## config.mk

```make
export PLATFORM = sky130hd
export DESIGN_NAME = fu_completion_arbiter_flat
export DESIGN_NICKNAME = d
export VERILOG_FILES = /design/src/rtl/fu_completion_arbiter_if.sv /design/src/rtl/fu_completion_arbiter.sv /design/src/flat_wrapper.sv
export SDC_FILE = /design/constraint.sdc
export NUM_CORES = 1
export LEC_CHECK = 0
export CAP_MARGIN = 10
export CORE_UTILIZATION = 40
export DETAILED_ROUTE_END_ITERATION = 8
export PLACE_DENSITY = 0.75
export SYNTH_ARGS = -nofsm -noshare
export SYNTH_HDL_FRONTEND = slang
export SYNTH_SLANG_ARGS = --single-unit
```

## constraint.sdc

```tcl
create_clock -name clk -period 4.1 [get_ports clk]
set_input_delay 0.41 -clock clk [delete_from_list [all_inputs] [get_ports clk]]
set_output_delay 0.41 -clock clk [all_outputs]
set_load 0.005 [all_outputs]
```

## src/rtl/fu_completion_arbiter_if.sv

```systemverilog
// Completion bus between the functional units, the arbiter and the ROB write ports.
// The arbiter takes the slave side; the FU/ROB environment takes the master side.
interface fu_completion_arbiter_if #(
  parameter int INST_ID_BITS = 6,
  parameter int FU_COUNT     = 4,
  parameter int CPL_PORTS    = 2
);
  logic                                     flush;
  logic [FU_COUNT-1:0]                      fu_valid;
  logic [FU_COUNT-1:0][INST_ID_BITS-1:0]    fu_inst_id;
  logic [FU_COUNT-1:0]                      fu_ready;
  logic [CPL_PORTS-1:0]                     rob_cpl_valid;
  logic [CPL_PORTS-1:0][INST_ID_BITS-1:0]   rob_cpl_id;
  logic [15:0]                              stall_cycles;

  modport master (
    output flush, fu_valid, fu_inst_id,
    input  fu_ready, rob_cpl_valid, rob_cpl_id, stall_cycles
  );

  modport slave (
    input  flush, fu_valid, fu_inst_id,
    output fu_ready, rob_cpl_valid, rob_cpl_id, stall_cycles
  );
endinterface

```

## src/rtl/fu_completion_arbiter.sv

```systemverilog
// Round-robin arbiter granting up to CPL_PORTS FU completions per cycle onto the ROB
// write ports, with a saturating counter of cycles in which some FU was left waiting.
module fu_completion_arbiter #(
  parameter int INST_ID_BITS = 6,
  parameter int FU_COUNT     = 4,
  parameter int CPL_PORTS    = 2
) (
  input logic                    clk,
  input logic                    rst,
  fu_completion_arbiter_if.slave bus
);
  localparam int PTR_BITS = (FU_COUNT > 1) ? $clog2(FU_COUNT) : 1;

  logic [PTR_BITS-1:0]                    r_rrPtr;
  logic [CPL_PORTS-1:0]                   r_cplValid;
  logic [CPL_PORTS-1:0][INST_ID_BITS-1:0] r_cplId;
  logic [15:0]                            r_stallCycles;

  logic [FU_COUNT-1:0]                    w_ready;
  logic [CPL_PORTS-1:0]                   w_portValid;
  logic [CPL_PORTS-1:0][INST_ID_BITS-1:0] w_portId;
  logic [PTR_BITS-1:0]                    w_lastIdx;
  logic [PTR_BITS-1:0]                    w_scanIdx;
  logic [PTR_BITS-1:0]                    w_nextPtr;
  logic                                   w_found;
  logic                                   w_block;
  logic                                   w_stall;
  int                                     w_scanPos;

  // Port k takes the first still-unselected valid FU in scan order starting at r_rrPtr.
  always_comb begin
    w_ready     = '0;
    w_portValid = '0;
    w_portId    = '0;
    w_lastIdx   = r_rrPtr;
    w_scanIdx   = r_rrPtr;
    w_scanPos   = 0;
    w_found     = 1'b0;
    w_block     = rst | bus.flush;
    for (int k = 0; k < CPL_PORTS; k++) begin
      w_found = 1'b0;
      for (int j = 0; j < FU_COUNT; j++) begin
        w_scanPos = int'(r_rrPtr) + j;
        if (w_scanPos >= FU_COUNT) w_scanPos = w_scanPos - FU_COUNT;
        w_scanIdx = PTR_BITS'(w_scanPos);
        if (!w_block && !w_found && bus.fu_valid[w_scanIdx] && !w_ready[w_scanIdx]) begin
          w_found              = 1'b1;
          w_ready[w_scanIdx]   = 1'b1;
          w_portValid[k]       = 1'b1;
          w_portId[k]          = bus.fu_inst_id[w_scanIdx];
          w_lastIdx            = w_scanIdx;
        end
      end
    end
  end

  always_comb begin
    w_nextPtr = (int'(w_lastIdx) == FU_COUNT - 1) ? '0 : w_lastIdx + 1'b1;
    w_stall   = |(bus.fu_valid & ~w_ready);
  end

  // Flush drops the in-flight grant and restarts the scan at FU0 but keeps the stall count.
  always_ff @(posedge clk) begin
    if (rst) begin
      r_rrPtr       <= '0;
      r_cplValid    <= '0;
      r_cplId       <= '0;
      r_stallCycles <= '0;
    end else if (bus.flush) begin
      r_rrPtr    <= '0;
      r_cplValid <= '0;
    end else begin
      r_cplValid <= w_portValid;
      r_cplId    <= w_portId;
      if (|w_portValid) r_rrPtr <= w_nextPtr;
      if (w_stall && (r_stallCycles != 16'hFFFF)) r_stallCycles <= r_stallCycles + 16'd1;
    end
  end

  assign bus.fu_ready      = w_ready;
  assign bus.rob_cpl_valid = r_cplValid;
  assign bus.rob_cpl_id    = r_cplId;
  assign bus.stall_cycles  = r_stallCycles;
endmodule

```

## src/flat_wrapper.sv

```systemverilog
// flat-port wrapper written by rule: the top's interface ports become plain ports
module fu_completion_arbiter_flat 
#(
  parameter int INST_ID_BITS = 6,
  parameter int FU_COUNT     = 4,
  parameter int CPL_PORTS    = 2
)
  (clk, rst, bus_flush, bus_fu_valid, bus_fu_inst_id, bus_fu_ready, bus_rob_cpl_valid, bus_rob_cpl_id, bus_stall_cycles);
  fu_completion_arbiter_if #(.INST_ID_BITS(INST_ID_BITS), .FU_COUNT(FU_COUNT), .CPL_PORTS(CPL_PORTS)) bus_i ();
  input logic clk;
  input logic rst;
  input wire logic [$bits(bus_i.flush)-1:0] bus_flush;
  input wire logic [$bits(bus_i.fu_valid)-1:0] bus_fu_valid;
  input wire logic [$bits(bus_i.fu_inst_id)-1:0] bus_fu_inst_id;
  output wire logic [$bits(bus_i.fu_ready)-1:0] bus_fu_ready;
  output wire logic [$bits(bus_i.rob_cpl_valid)-1:0] bus_rob_cpl_valid;
  output wire logic [$bits(bus_i.rob_cpl_id)-1:0] bus_rob_cpl_id;
  output wire logic [$bits(bus_i.stall_cycles)-1:0] bus_stall_cycles;
  assign bus_i.flush = bus_flush;
  assign bus_i.fu_valid = bus_fu_valid;
  assign bus_i.fu_inst_id = bus_fu_inst_id;
  assign bus_fu_ready = bus_i.fu_ready;
  assign bus_rob_cpl_valid = bus_i.rob_cpl_valid;
  assign bus_rob_cpl_id = bus_i.rob_cpl_id;
  assign bus_stall_cycles = bus_i.stall_cycles;
  fu_completion_arbiter #(.INST_ID_BITS(INST_ID_BITS), .FU_COUNT(FU_COUNT), .CPL_PORTS(CPL_PORTS)) u_core (.clk(clk), .rst(rst), .bus(bus_i));
endmodule
```

==> run metrics, run 1 <==
CP endpoint=bus_fu_ready[0]; GRT Residual Overflow=0; cell family with most CP delay=compound AO/OA/AOI/OAI gates; final cell count without fillers=626; peak supply drop=0.0001847 V; minimum clock period=4.204 ns; R2R depth=17; IO buf count=64; via/cell ratio=6.243; drt wl/cell=18.30 um; RSZ-0062 raised after global routing=true; I/O pins=65; Synth Register Bits=32; Row Count=33; Rel. slew slack=64.38%; count of hold-fix buffers inserted at cts=0; worst-margin pin slew=0.5344 ns; commonest non-fill, non-tap cell in the layout=buf_4; Post-DRT Antenna Nets=0; final setup vio count=16; Worst setup EP type=output pin; DRC errors left=0; Inserted Clock Buffers=5; Inst Count DP=593; post-synth top area cell=dfxtp_1; maxcap violations=0; TritonCTS clock tree=yes; ys flop type=dfxtp_1; required time worst endpoint=3.69 ns; first-pass GRT wire length=17540 um; cell area after synthesis=3415 um^2; Arrival @ worst endpoint=3.79 ns; area share of fa/ha/maj cells after synthesis=1.832%; synth top area cells=dfxtp_1 (19%), mux4_2 (17%), nand2_1 (4.7%), nand3_1 (3.2%), a21oi_1 (2.6%); period utilisation layout=102.5%; clk buf depth=2; clock sink total=32; compound-cell area share of the yosys netlist=25.36%; Initial DRT Pass Iterations=5; Die Ht=94.39 um; run status=complete, but fails checks; Final Slew Violations=0; CP max FO=6; violated checks=setup timing; HPWL after DPL=8076 um; initial DRC count=238; final setup margin=-0.1044 ns; hold_ws=0.4809 ns; most frequent cells in the layout=buf_4 (90), clkdlybuf4s50_1 (54), nand2_1 (42); Setup Skew=0.003124 ns; final hold viol count=0; DR vias=3908; core box area=8258 um^2; sequential-to-total area share from yosys stat=18.76%; asr flop ratio synth=0%; R2R Path End=u_core.bus.stall_cycles[0]; initial antenna violation count=0; Crit. Startpoint=u_core.r_rrPtr[0]; Setup TNS Final=-0.7746 ns; FMAX=237.8 MHz; synth warn=0; Synth top area share=18.76%; clock-pin slew on the worst setup and hold paths=0.06 ns; crit start category=register; XOR/XNOR Fraction of Synth Area=0.2565%; pre-CTS worst setup slack=-0.6331 ns; Buf/Inv on CP=4; Levels on crit path=16; Initial Util=41.35%; Post-synth EDFFs=0; worst reg2reg setup slack=-0.09 ns; reg2reg start=u_core.r_rrPtr[0]; clk root buf=clkbuf_8; H-tree depth=2; crit-path max cell delay=0.56 ns; P per Cell Area=285.6 nW/um^2; NumNets Final=557; largest family of logic cells by synthesized area=compound AO/OA/AOI/OAI gates; Mean Syn Cell Area=8.892 um^2; ratio of cells with drive above 1 in the final layout=40.50%; Distinct cells, synth=76; GPL Wtd Cong=0.9444; Detailed Route WL=11460 um; vias in the first global route=3600; Hold WC Path Type=reg -> reg; GRT Total Usage=24.79%; Die X-Extent=94.39 um; CP Class=reg -> out; mux cell area share after synthesis=23.42%; Syn Inst Count=384; Critical Path, Cell by Cell=mux4_2 > and3_1 > a31o_4 > o32ai_4 > a2bb2oi_4 > a21oi_4 > a211oi_2 > buf_4 > o211ai_1 > nand3_2 > buf_6 > a21oi_4 > buf_6 > nand2_2 > nand3_2 > buf_2; slowest CP cell=mux4_2; Diodes inserted=0; worst-skew pair later-pin latency=0.28 ns; Synth Area in Simple Gates=23.78%; Area Growth Syn to Fin=51.41%; Leakage=0.001920 uW; Synth Net Count=420; die area=8909 um^2; largest net degree at the start of global routing=36
==> registers in the layout, indices dropped and copies added (netlist names) <==
name	count
u_core.bus.stall_cycles	16
u_core.bus.rob_cpl_valid	2
u_core.bus.rob_cpl_id	12
u_core.r_rrPtr	2
==> cells by family (layout without fill, tap and decap cells) <==
group / Yosys count / count (layout)
flip-flops: 32 / 32
buffers and inverters: 45 / 182
adder cells (fa/ha/maj): 5 / 5
AND/OR/NAND/NOR: 148 / 148
multiplexers: 44 / 44
AO/OA/AOI/OAI: 109 / 109
XOR/XNOR: 1 / 1
==> layout make-up <==
class	count	area (um^2)
clock buffer	7	96.34
fill	695	3088
inverter	8	37.54
multi-input combinational	307	2811
sequential	32	644.4
tap	105	131.4
timing repair buffer	167	1449
==> worst reg2reg max path: cells and delay by family (launching register included) <==
kind                       cells  cell delay [ns]
adders and majority gates      1             0.30
AOI/OAI and AO/OA              9             1.76
buffers and inverters          3             0.40
muxes                          1             0.31
DFF                            1             0.43
and+or+nand+nor                3             0.88
==> what timing repair did <==
action                                  in CTS  in global routing
resized for setup                           59                 16
pin swaps                                   28                 15
endpoints found under the setup margin      20                 20
buffers inserted                            19                  7
==> metal layers <==
layer | global-route usage (%) | vias to the layer above | share of wire (%)
li1 | - | 1789 | -
met1 | 33.13 | 1891 | 40
met2 | 42.45 | 194 | 51
met3 | 2.979 | 34 | 7.7
met4 | 5.897 | 0 | 2.0
met5 | 0 | - | 0
==> metrics by stage <==
stage	cell area (um^2)	util, %	total power (uW)
CTS	5051	61.17	1440
detailed placement	4644	56.24	1108
floorplan	3495	-	805.6
global placement	4644	56.24	1093
global route	5170	62.61	1544
finish	5170	62.61	1476
==> worst min-delay path by stage <==
stage / end / slack (ns) / from / cells past startpoint
floorplan: u_core.bus.rob_cpl_id[0] / 0.46 / u_core.bus.rob_cpl_id[0] / 2
finish: u_core.bus.rob_cpl_id[0] / 0.48 / u_core.bus.rob_cpl_id[0] / 2
CTS: u_core.bus.rob_cpl_id[5] / 0.48 / u_core.bus.rob_cpl_id[5] / 2
global route: u_core.bus.rob_cpl_id[1] / 0.51 / u_core.bus.rob_cpl_id[1] / 2
detailed placement: u_core.bus.rob_cpl_id[5] / 0.47 / u_core.bus.rob_cpl_id[5] / 2
global placement: u_core.bus.rob_cpl_id[0] / 0.46 / u_core.bus.rob_cpl_id[0] / 2
==> power by group <==
part	switching [uW]	total, uW	internal [uW]	leakage [uW]
Clock	114	264	149	0.0000503
Sequential	20.3	360	339	0.000261
Combinational	404	853	449	0.00161
Total	539	1480	937	0.00192
==> cells in the mapped netlist, types with 3 or more instances <==
cell	number
and2_1	5
a31oi_1	13
nor3_1	4
mux2i_1	9
ha_1	5
nand4_1	7
mux2_4	6
nor2_1	16
dfxtp_1	32
o211ai_1	5
nand3_1	22
clkbuf_1	22
or4_1	9
inv_1	7
and3_1	7
buf_2	6
a31o_2	3
or2_2	3
buf_6	6
mux4_2	26
o31ai_1	10
nor3_2	3
or3_1	3
nor2b_1	10
mux2_2	3
nand2_1	43
a22oi_1	12
a221oi_1	4
a222oi_1	6
a21oi_1	18
o21ai_0	6
Power figures use the tool's default switching activity.
==> inputs of run 2 (changes only) <==
==> constraint.sdc (replaced) <==
create_clock -name clk -period 3.6 [get_ports clk]
set_input_delay 0.36 -clock clk [delete_from_list [all_inputs] [get_ports clk]]
set_output_delay 0.36 -clock clk [all_outputs]
set_load 0.005 [all_outputs]
==> run 2 against run 1 <==
Effect of this change:
- the flow still finishes with violations (setup timing)
- first-iteration DRC count is the same
- register-to-register slack lost 0.59 ns
- via count down 0.77%
- sequential share of layout area decreased by 0.057 points
- clock power is 12% higher
- global-route usage shrank 0.38 points
==> run metrics, run 2 (same netlist as run 1, synthesis figures left out) <==
most frequent cells in the layout=buf_4 (88), clkdlybuf4s50_1 (54), nand2_1 (38); I/O pins=65; Row Count=33; CP max FO=18; initial antenna violation count=0; R2R Path End=u_core.bus.stall_cycles[8]; Rel. slew slack=56.45%; minimum clock period=4.281 ns; DRC errors left=0; GRT Total Usage=24.41%; worst reg2reg setup slack=-0.68 ns; Setup Skew=0.005639 ns; core box area=8258 um^2; first-pass GRT wire length=17230 um; die area=8909 um^2; final core occ=63.02%; R2R depth=17; largest net degree at the start of global routing=36; Hold WC Path Type=reg -> reg; Levels on crit path=17; violated checks=setup timing; run status=complete, but fails checks; IO buf count=64; HP Start=u_core.bus.rob_cpl_id[0]; required time worst endpoint=3.77 ns; final setup vio count=29; slowest CP cell=nor3_1; Diodes inserted=0; commonest non-fill, non-tap cell in the layout=buf_4; Multi-input gate area=2845 um^2; period utilisation layout=118.9%; Area Growth Syn to Fin=52.40%; Critical Path, Cell by Cell=inv_8 > ha_4 > nor3b_4 > buf_4 > a2bb2oi_1 > nor2_2 > nor3_1 > a221oi_1 > inv_1 > a211oi_2 > o21ai_2 > or4b_4 > a21o_1 > a211oi_4 > buf_12 > nor4b_2 > mux2_4; reg2reg start=u_core.r_rrPtr[0]; peak supply drop=0.0001707 V; worst-skew pair later-pin latency=0.29 ns; Post-DRT Antenna Nets=0; initial DRC count=238; pre-CTS worst setup slack=-1.039 ns; drt wl/cell=17.72 um; clock-pin slew on the worst setup and hold paths=0.07 ns; crit start category=register; GRT Residual Overflow=0; Die Ht=94.39 um; Inserted Clock Buffers=5; Die X-Extent=94.39 um; RSZ-0062 raised after global routing=true; clock sink total=32; cell family with most CP delay=simple AND/OR/NAND/NOR gates; via/cell ratio=6.215; P per Cell Area=323.5 nW/um^2; clk buf depth=2; Buf/Inv on CP=4; final setup margin=-0.6812 ns; Worst Hold End=u_core.bus.rob_cpl_id[0]; NumNets Final=554; TritonCTS clock tree=yes; H-tree depth=2; Worst Hold Depth=2; Initial Util=41.35%; Arrival @ worst endpoint=4.46 ns; worst-margin pin slew=0.6483 ns; final hold viol count=0; Final Slew Violations=0; clk root buf=clkbuf_8; Detailed Route WL=11060 um; FMAX=233.6 MHz; Worst setup EP type=register; maxcap violations=0; fillers=675; finished layout cell area=5204 um^2; HPWL after DPL=7776 um; max FFs per register=16; Initial DRT Pass Iterations=5; CP Class=reg -> reg; Leakage=0.001944 uW; placed instance area=4657 um^2; hold_ws=0.4822 ns; crit-path max cell delay=0.57 ns; total power=1683 uW; vias in the first global route=3546; storage element area=645.6 um^2; DR vias=3878; ratio of cells with drive above 1 in the final layout=41.43%; GPL Wtd Cong=0.9155
-- run 2: per-layer routing --
layer,up-vias,track usage [%],part of all wire [%]
met2,168,42.15,50
met5,-,0,0
met3,13,2.738,5.7
met1,1905,31.92,43
met4,0,7.179,0.91
li1,1792,-,-
-- run 2: cell type report --
| class | count | share of cell area, % |
|---|---|---|
| clock buffers | 8 | 1.731 |
| inverters | 8 | 0.7213 |
| multi-input cells | 307 | 54.68 |
| flip-flops and latches | 32 | 12.41 |
| well taps | 105 | 2.525 |
| repair buffers | 164 | 27.94 |
-- run 2: worst reg2reg max path, stage by stage (launching register included) --
cell and delay (ns):
dfxtp_4 0.40, inv_8 0.04, ha_4 0.23, nor3b_4 0.17, buf_4 0.15, a2bb2oi_1 0.30, nor2_2 0.09, nor3_1 0.57
a221oi_1 0.17, inv_1 0.18, a211oi_2 0.08, o21ai_2 0.18, or4b_4 0.52, a21o_1 0.23, a211oi_4 0.28, buf_12 0.20
nor4b_2 0.08, mux2_4 0.31
-- run 2: metrics by stage --
step / setup TNS, ns / instances
final: -14.57 / 624
after global routing: -18.88 / 624
after CTS: -13.94 / 613
after detailed placement: -23.49 / 593
after global placement: -21.65 / 593
after floorplan: -9.562 / 384
-- run 2: power breakdown --
group	switching [uW]	internal, uW
clock	139	156
sequential	21.8	387
combinational	461	518
-- run 2: how the worst max path moves through the flow --
stage | start | endpoint | slack [ns]
global placement | bus_flush | bus_fu_ready[3] | -1.00
floorplan | u_core.r_rrPtr[0] | u_core.bus.stall_cycles[8] | -0.60
CTS | u_core.r_rrPtr[0] | bus_fu_ready[3] | -0.63
global route | u_core.r_rrPtr[0] | bus_fu_ready[3] | -0.83
finish | u_core.r_rrPtr[0] | u_core.bus.stall_cycles[8] | -0.68
detailed placement | bus_fu_valid[3] | bus_fu_ready[2] | -1.04
-- run 2: repair_timing --
item / 4_1_cts / 5_1_grt
buffers inserted: 12 / 12
resized for setup: 38 / 40
setup endpoints to repair: 29 / 29
hold buffers: 0 / 0
pin swaps: 16 / 20
gates cloned: 0 / 1
==> inputs of run 3 (changes only) <==
--- a/config.mk
+++ b/config.mk
@@ -7,6 +7,7 @@
 export LEC_CHECK = 0
 export CAP_MARGIN = 10
 export CORE_UTILIZATION = 40
+export CTS_CLUSTER_DIAMETER = 50
 export DETAILED_ROUTE_END_ITERATION = 8
 export PLACE_DENSITY = 0.75
 export SYNTH_ARGS = -nofsm -noshare
==> results of run 3 <==
The final DEF is identical to that of run 2; final timing and power are the same.
==> variant 1 (settings of run 3) <==
Make the reset (`rst`) asynchronous in one clocked block.
--- a/src/rtl/fu_completion_arbiter.sv
+++ b/src/rtl/fu_completion_arbiter.sv
@@ -60,7 +60,7 @@
   end
 
   // Flush drops the in-flight grant and restarts the scan at FU0 but keeps the stall count.
-  always_ff @(posedge clk) begin
+  always_ff @(posedge clk or posedge rst) begin
     if (rst) begin
       r_rrPtr       <= '0;
       r_cplValid    <= '0;
Check against the original RTL: differs if rst is asserted again (counterexample within 4 cycles, from zero or initial values and one cycle with rst high); with rst held inactive, the same outputs for 10 cycles.
==> variant 1 against run 3 <==
  * The run still ends with setup timing left
  * Worst setup slack better by 0.13 ns
  * Utilization grew 2.8 points
  * Hold slack got worse by 0.0028 ns
  * Non-clock buffer count increased by 10
  * Area after synthesis fell by 3.3%
  * Maximum frequency is 3.1% higher
  * Sequential cell count did not move
  * Die area fell by 3.2%
  * Sequential share of layout area grew 3.1 points
  * Synthesized cell count decreased by 1.3%
  * Wire length grew 8.4%
  * Design area down 0.72%
  * Critical path type unchanged
  * Critical endpoint is now u_core.bus.stall_cycles[1]
  * Highest routed layer unchanged
Power is not compared: it rests on default switching activity, and its combinational part moved more than twofold at a synthesized area within 25%.
==> variant 1: results (changes against run 3) <==
| Metric | Value |
|---|---|
| First-pass GRT wire length | `18800 µm (+9.0%)` |
| End of the critical path | `u_core.bus.stall_cycles[1]` |
| Total GRT Usage | `27.5% (+3.1 points)` |
| Most instantiated cells after synthesis | `48 x nand2_1, 32 x dfrtp_1, 27 x nor2_1, 18 x a21oi_1, 18 x nand3_1` |
| Worst Min Path Start | `u_core.bus.stall_cycles[9]` |
| Worst Setup SP | `u_core.r_rrPtr[0]` |
| Clock skew | `0.00830 ns (+0.00266 ns)` |
| CTS Buf Count | `5 (unchanged)` |
| Met3 usage | `4.93% (+2.2 points)` |
| Iter 0 DRT Violations | `368 (+55%)` |
| Number of gates resized after cts | `27 (-29%)` |
| Yosys warnings | `0 (unchanged)` |
| Antenna Cells | `0 (unchanged)` |
| Layout cells sized above 1 | `35.9% (-5.5 points)` |
| Delay-heaviest family, CP | `compound AO/OA/AOI/OAI gates` |
| Vias in the first global route | `3858 (+8.8%)` |
| Clock slew at reported path FFs | `0.07 ns (about the same)` |
| Inst Count DP | `610 (+2.9%)` |
| Skew-Pair Late Insertion Delay | `0.28 ns` |
| Dpl hpwl | `8580 µm (+10%)` |
| Routed vias/inst | `6.23 (+0.30%)` |
| Synth top area cells | `dfrtp_1 24%, mux4_2 10%, nand2_1 5.5%, xor2_1 4.2%, mux2_2 4.1%` |
| Pleak | `2.22 nW` |
| Fillers | `636 (-5.8%)` |
| Synth Flop Type | `dfrtp_1` |
| Worst hold stages | `1 (-1)` |
| RR Endpoint | `u_core.bus.stall_cycles[1]` |
| Largest net degree at the start of global routing | `33 (-8.3%)` |
| Status | `complete, but fails checks` |
| CP peak stage delay | `0.59 ns (+0.02 ns)` |
| Post-CTS setup buffers | `9 (-3)` |
| Critical path's slowest cell | `mux4_2` |
| Vias | `3952 (+1.9%)` |
| Mapped Cells | `379 (-1.3%)` |
| Reg2Reg Depth | `16 (-1)` |
| Port Buffer Count | `64 (unchanged)` |
| Routability congestion estimate | `0.960 (+4.9%)` |
| Placed inst area | `4720 µm² (+1.3%)` |
| M2 GR Usage | `45.5% (+3.3 points)` |
| Failing checks | `setup timing` |
| Detailed Route WL | `12000 µm (+8.4%)` |
| Worst-path maximum fanout | `11 (-7)` |
| Met1 Use GR | `35.1% (+3.2 points)` |
| Register area share after synthesis | `24.2% (+5.5 points)` |
| Fin nets | `567 (+2.3%)` |
| Syn Std Cell Area | `3300 µm² (-3.3%)` |
| Arr. time, crit path | `4.33 ns (-0.13 ns)` |
| Worst relative slew slack | `67.2% (+11 points)` |
| Hold worst-path end | `u_core.bus.stall_cycles[9]` |
| Fraction of registers with async set/reset | `100% (+100 points)` |
| Worst VDD drop | `0.416 mV` |
| Mapped Nets | `415 (-1.2%)` |
| Final setup viols | `28 (-3.4%)` |
| Distinct cells, synth | `67 (-12%)` |
| Final worst slack | `-0.552 ns (+0.129 ns)` |
[variant 1: changes by cell type after synthesis, sizes merged, moves of 7 or more]
cell   change
xor2      +16
o31ai     -10
nor2      +11
a22oi      -8
a31oi     -12
dfxtp     -32
mux4      -11
dfrtp     +32
or4        -7
nor4      +10
[variant 1: layout make-up]
cell class	instances	share of cell area, %
clock buffer	6	1.60
clock inverter	2	0.194
inverter	14	1.02
multi-input combinational	304	49.8
sequential	32	15.5
tap	102	2.47
timing repair buffer	174	29.4
[variant 1: metrics by stage]
step                      hold WS (ns)  power [mW]  worst slack, ns  TNS, ns  utilization, %
after CTS                        0.489        3.51           -0.506    -8.60            63.3
final                            0.479        3.69           -0.552   -10.97            65.8
after floorplan                  0.473        2.07           -0.935   -17.41               -
after global routing             0.507        3.91           -0.687   -14.49            65.8
after global placement           0.473        3.05           -0.741   -15.31            60.1
after detailed placement         0.468        3.08           -0.828   -16.93            60.1
[variant 1: power by group]
part / switching [mW] / leakage, nW / total (mW) / internal [mW]
Combinational: 1.35 / 1.78 / 2.79 / 1.44
Clock: 0.131 / 0.0510 / 0.283 / 0.152
Sequential: 0.129 / 0.396 / 0.619 / 0.490
[variant 1: cell families after synthesis]
group                      count (synthesis)  share of synthesized area [%]
AOI/OAI and AO/OA                         93                           22.3
and+or+nand+nor                          154                           24.4
xor gates and xnor gates                  17                           4.51
muxes                                     35                           16.9
DFF                                       32                           24.2
adders and majority gates                  5                           1.89
buffers and inverters                     43                           5.76
[variant 1: routing by layer]
layer | wire (µm) | vias up
met5 | 0 | -
met1 | 4840 | 1920
met2 | 5780 | 226
met4 | 422 | 0
li1 | - | 1761
met3 | 943 | 45
==> variant 2 (config.mk and constraints of run 3) <==
Without the edit above. `INST_ID_BITS` is set to 6 in 3 places; all go to 12.
--- a/src/rtl/fu_completion_arbiter_if.sv
+++ b/src/rtl/fu_completion_arbiter_if.sv
@@ -1,7 +1,7 @@
 // Completion bus between the functional units, the arbiter and the ROB write ports.
 // The arbiter takes the slave side; the FU/ROB environment takes the master side.
 interface fu_completion_arbiter_if #(
-  parameter int INST_ID_BITS = 6,
+  parameter int INST_ID_BITS = 12,
   parameter int FU_COUNT     = 4,
   parameter int CPL_PORTS    = 2
 );
--- a/src/rtl/fu_completion_arbiter.sv
+++ b/src/rtl/fu_completion_arbiter.sv
@@ -1,7 +1,7 @@
 // Round-robin arbiter granting up to CPL_PORTS FU completions per cycle onto the ROB
 // write ports, with a saturating counter of cycles in which some FU was left waiting.
 module fu_completion_arbiter #(
-  parameter int INST_ID_BITS = 6,
+  parameter int INST_ID_BITS = 12,
   parameter int FU_COUNT     = 4,
   parameter int CPL_PORTS    = 2
 ) (
--- a/src/flat_wrapper.sv
+++ b/src/flat_wrapper.sv
@@ -1,7 +1,7 @@
 // flat-port wrapper written by rule: the top's interface ports become plain ports
 module fu_completion_arbiter_flat 
 #(
-  parameter int INST_ID_BITS = 6,
+  parameter int INST_ID_BITS = 12,
   parameter int FU_COUNT     = 4,
   parameter int CPL_PORTS    = 2
 )
Ports: changed (resized bus_fu_inst_id and bus_rob_cpl_id); port bits go from 65 to 101. No check against the original RTL was run, so the function may have changed too.
==> variant 2 against run 3 <==
  * The run still ends with setup timing left
  * Wire length increased by 55%
  * Sequential cell count increased by 12
  * Clock power increased by 89%
  * Utilization increased by 1.4 points
  * Worst setup slack got worse by 0.20 ns
  * Design area increased by 37%
  * Critical path depth decreased by 2
  * Total power increased by 66%
  * Area after synthesis increased by 35%
  * Largest power group unchanged
  * Via count increased by 43%
  * Highest routed layer unchanged
  * Global-route usage increased by 4.5 points
==> variant 2: results (changes against run 3) <==
| Metric | Value |
|---|---|
| Status | `complete, but fails checks` |
| Failing checks | `setup timing` |
| Register area share after synthesis | `19.1% (+0.31 points)` |
| Worst-path maximum fanout | `8 (-10)` |
| Reg-to-Reg Start | `u_core.r_rrPtr[1]` |
| Seq pwr | `0.591 mW (+44%)` |
| Internal | `1.72 mW (+62%)` |
| DP Worst Slack | `-1.15 ns (-0.109 ns)` |
| RR Endpoint | `u_core.bus.stall_cycles[7]` |
| Layout cells sized above 1 | `33.3% (-8.1 points)` |
| Vias | `5550 (+43%)` |
| Fraction of area in multi-input gates | `53.4% (-1.3 points)` |
| First-pass GRT wire length | `27200 µm (+58%)` |
| Number of gates resized after cts | `59 (+55%)` |
| Largest net degree at the start of global routing | `50 (+39%)` |
| Critical path's slowest cell | `or4_4` |
| Clock skew | `0.00788 ns (+0.00224 ns)` |
| Final worst slack | `-0.881 ns (-0.200 ns)` |
| Port Buffer Count | `100 (+56%)` |
| Multi-input gates | `446 (+45%)` |
| Fillers | `881 (+31%)` |
| Detailed Route WL | `17100 µm (+55%)` |
| Non-clock inverter count | `10 (+2)` |
| Repair and plain buffers | `228 (+39%)` |
| Pleak | `2.62 nW (+35%)` |
| Final setup viols | `35 (+21%)` |
| Post-CTS setup buffers | `22 (+10)` |
| Flop2flop setup slack | `-0.82 ns (-0.14 ns)` |
| Clock-cell share | `2.50% (+0.77 points)` |
| Clkbuf count | `6 (-2)` |
| Synth top area cells | `dfxtp_1 19%, mux4_2 14%, a21oi_1 5.4%, mux2_2 4.9%, nor2_1 4.2%` |
| Clk Tree Root Cell | `clkbuf_16` |
| Routability congestion estimate | `0.966 (+5.5%)` |
| Actual slew at the worst max-slew pin | `0.679 ns (+0.0309 ns)` |
| Total GRT Usage | `28.9% (+4.5 points)` |
| Placed inst area | `6500 µm² (+40%)` |
| Fin nets | `795 (+44%)` |
| Hold worst-path end | `u_core.bus.stall_cycles[14]` |
| Register area | `888 µm² (+38%)` |
| Vias in the first global route | `5656 (+60%)` |
| Hold_ws | `0.491 ns (+0.00876 ns)` |
| Dpl hpwl | `12000 µm (+54%)` |
| Combinational gate power | `1.64 mW (+67%)` |
| Area added between synthesis and finish | `54.0%` |
| Reg2Reg Depth | `18 (+1)` |
| Mapped Nets | `610 (+45%)` |
| Worst Min Path Start | `u_core.bus.stall_cycles[14]` |
| Iter 0 DRT Violations | `536 (+130%)` |
| Worst VDD drop | `0.215 mV (+26%)` |
| Synth Area per Inst | `8.40 µm² (-5.6%)` |
| Most instantiated cells after synthesis | `52 x nor2_1, 50 x a21oi_1, 44 x dfxtp_1, 44 x nand2_1, 33 x clkbuf_1` |
| CTS Buf Count | `5 (unchanged)` |
| First-pass DRT Iterations | `6 (+1)` |
| Max FFs per register | `24 (+8)` |
| Distinct cells, synth | `74 (-2.6%)` |
| FFs & Latches | `44 (+38%)` |
| Worst Setup SP | `bus_flush` |
| Fraction of cell area in non-clock buffers | `28.5% (+0.58 points)` |
| Switch share | `38.2% (+1.2 points)` |
==> variant 2: cell types whose count changed in the layout (fill, tap and decap cells not counted), sizes merged, moves of 6 or more <==
cell           before  now
nor2               17   53
mux2                9   26
a221oi              4   13
a21oi              19   50
nor2b              10   25
buf               102  131
a222oi              6   12
o31ai              10    1
clkdlybuf4s50      54   95
nor4                1   12
mux2i               9   19
nand3              22   14
dfxtp              32   44
==> variant 2: kinds of logic after synthesis <==
family	count (synthesis)	share of synthesized area [%]
AOI/OAI and AO/OA	158	25.0
xor gates and xnor gates	1	0.190
adders and majority gates	5	1.35
buffers and inverters	61	5.74
DFF	44	19.1
muxes	73	24.1
and+or+nand+nor	208	24.6
==> variant 2: worst max-delay path by stage <==
stage                                  end  slack (ns)  cells past startpoint
3_3_place_gp   u_core.bus.stall_cycles[10]       -1.10                     18
5_1_grt                    bus_fu_ready[2]       -1.02                     16
3_5_place_dp   u_core.bus.stall_cycles[12]       -1.15                     18
6_report                   bus_fu_ready[0]       -0.88                     15
4_1_cts                    bus_fu_ready[0]       -0.86                     15
2_1_floorplan  u_core.bus.stall_cycles[13]       -0.71                     18
==> variant 2: stage by stage <==
| stage | instances | TNS (ns) | util [%] |
|---|---|---|---|
| 2_1_floorplan | 550 | -15.21 | - |
| 3_3_place_gp | 848 | -27.43 | 58.9 |
| 3_5_place_dp | 848 | -29.31 | 58.9 |
| 4_1_cts | 875 | -17.89 | 64.2 |
| 5_1_grt | 876 | -24.33 | 64.5 |
| 6_report | 876 | -20.04 | 64.5 |
==> variant 2: layer usage <==
layer  share of wire, %  routed length, µm  GRT usage [%]  vias to the layer above
met2                 51               8820           52.2                      284
met5                  0                  0              0                        -
met3                7.0               1200           5.33                       55
li1                   -                  -              -                     2521
met1                 39               6600           32.7                     2690
met4                3.0                519           13.6                        0
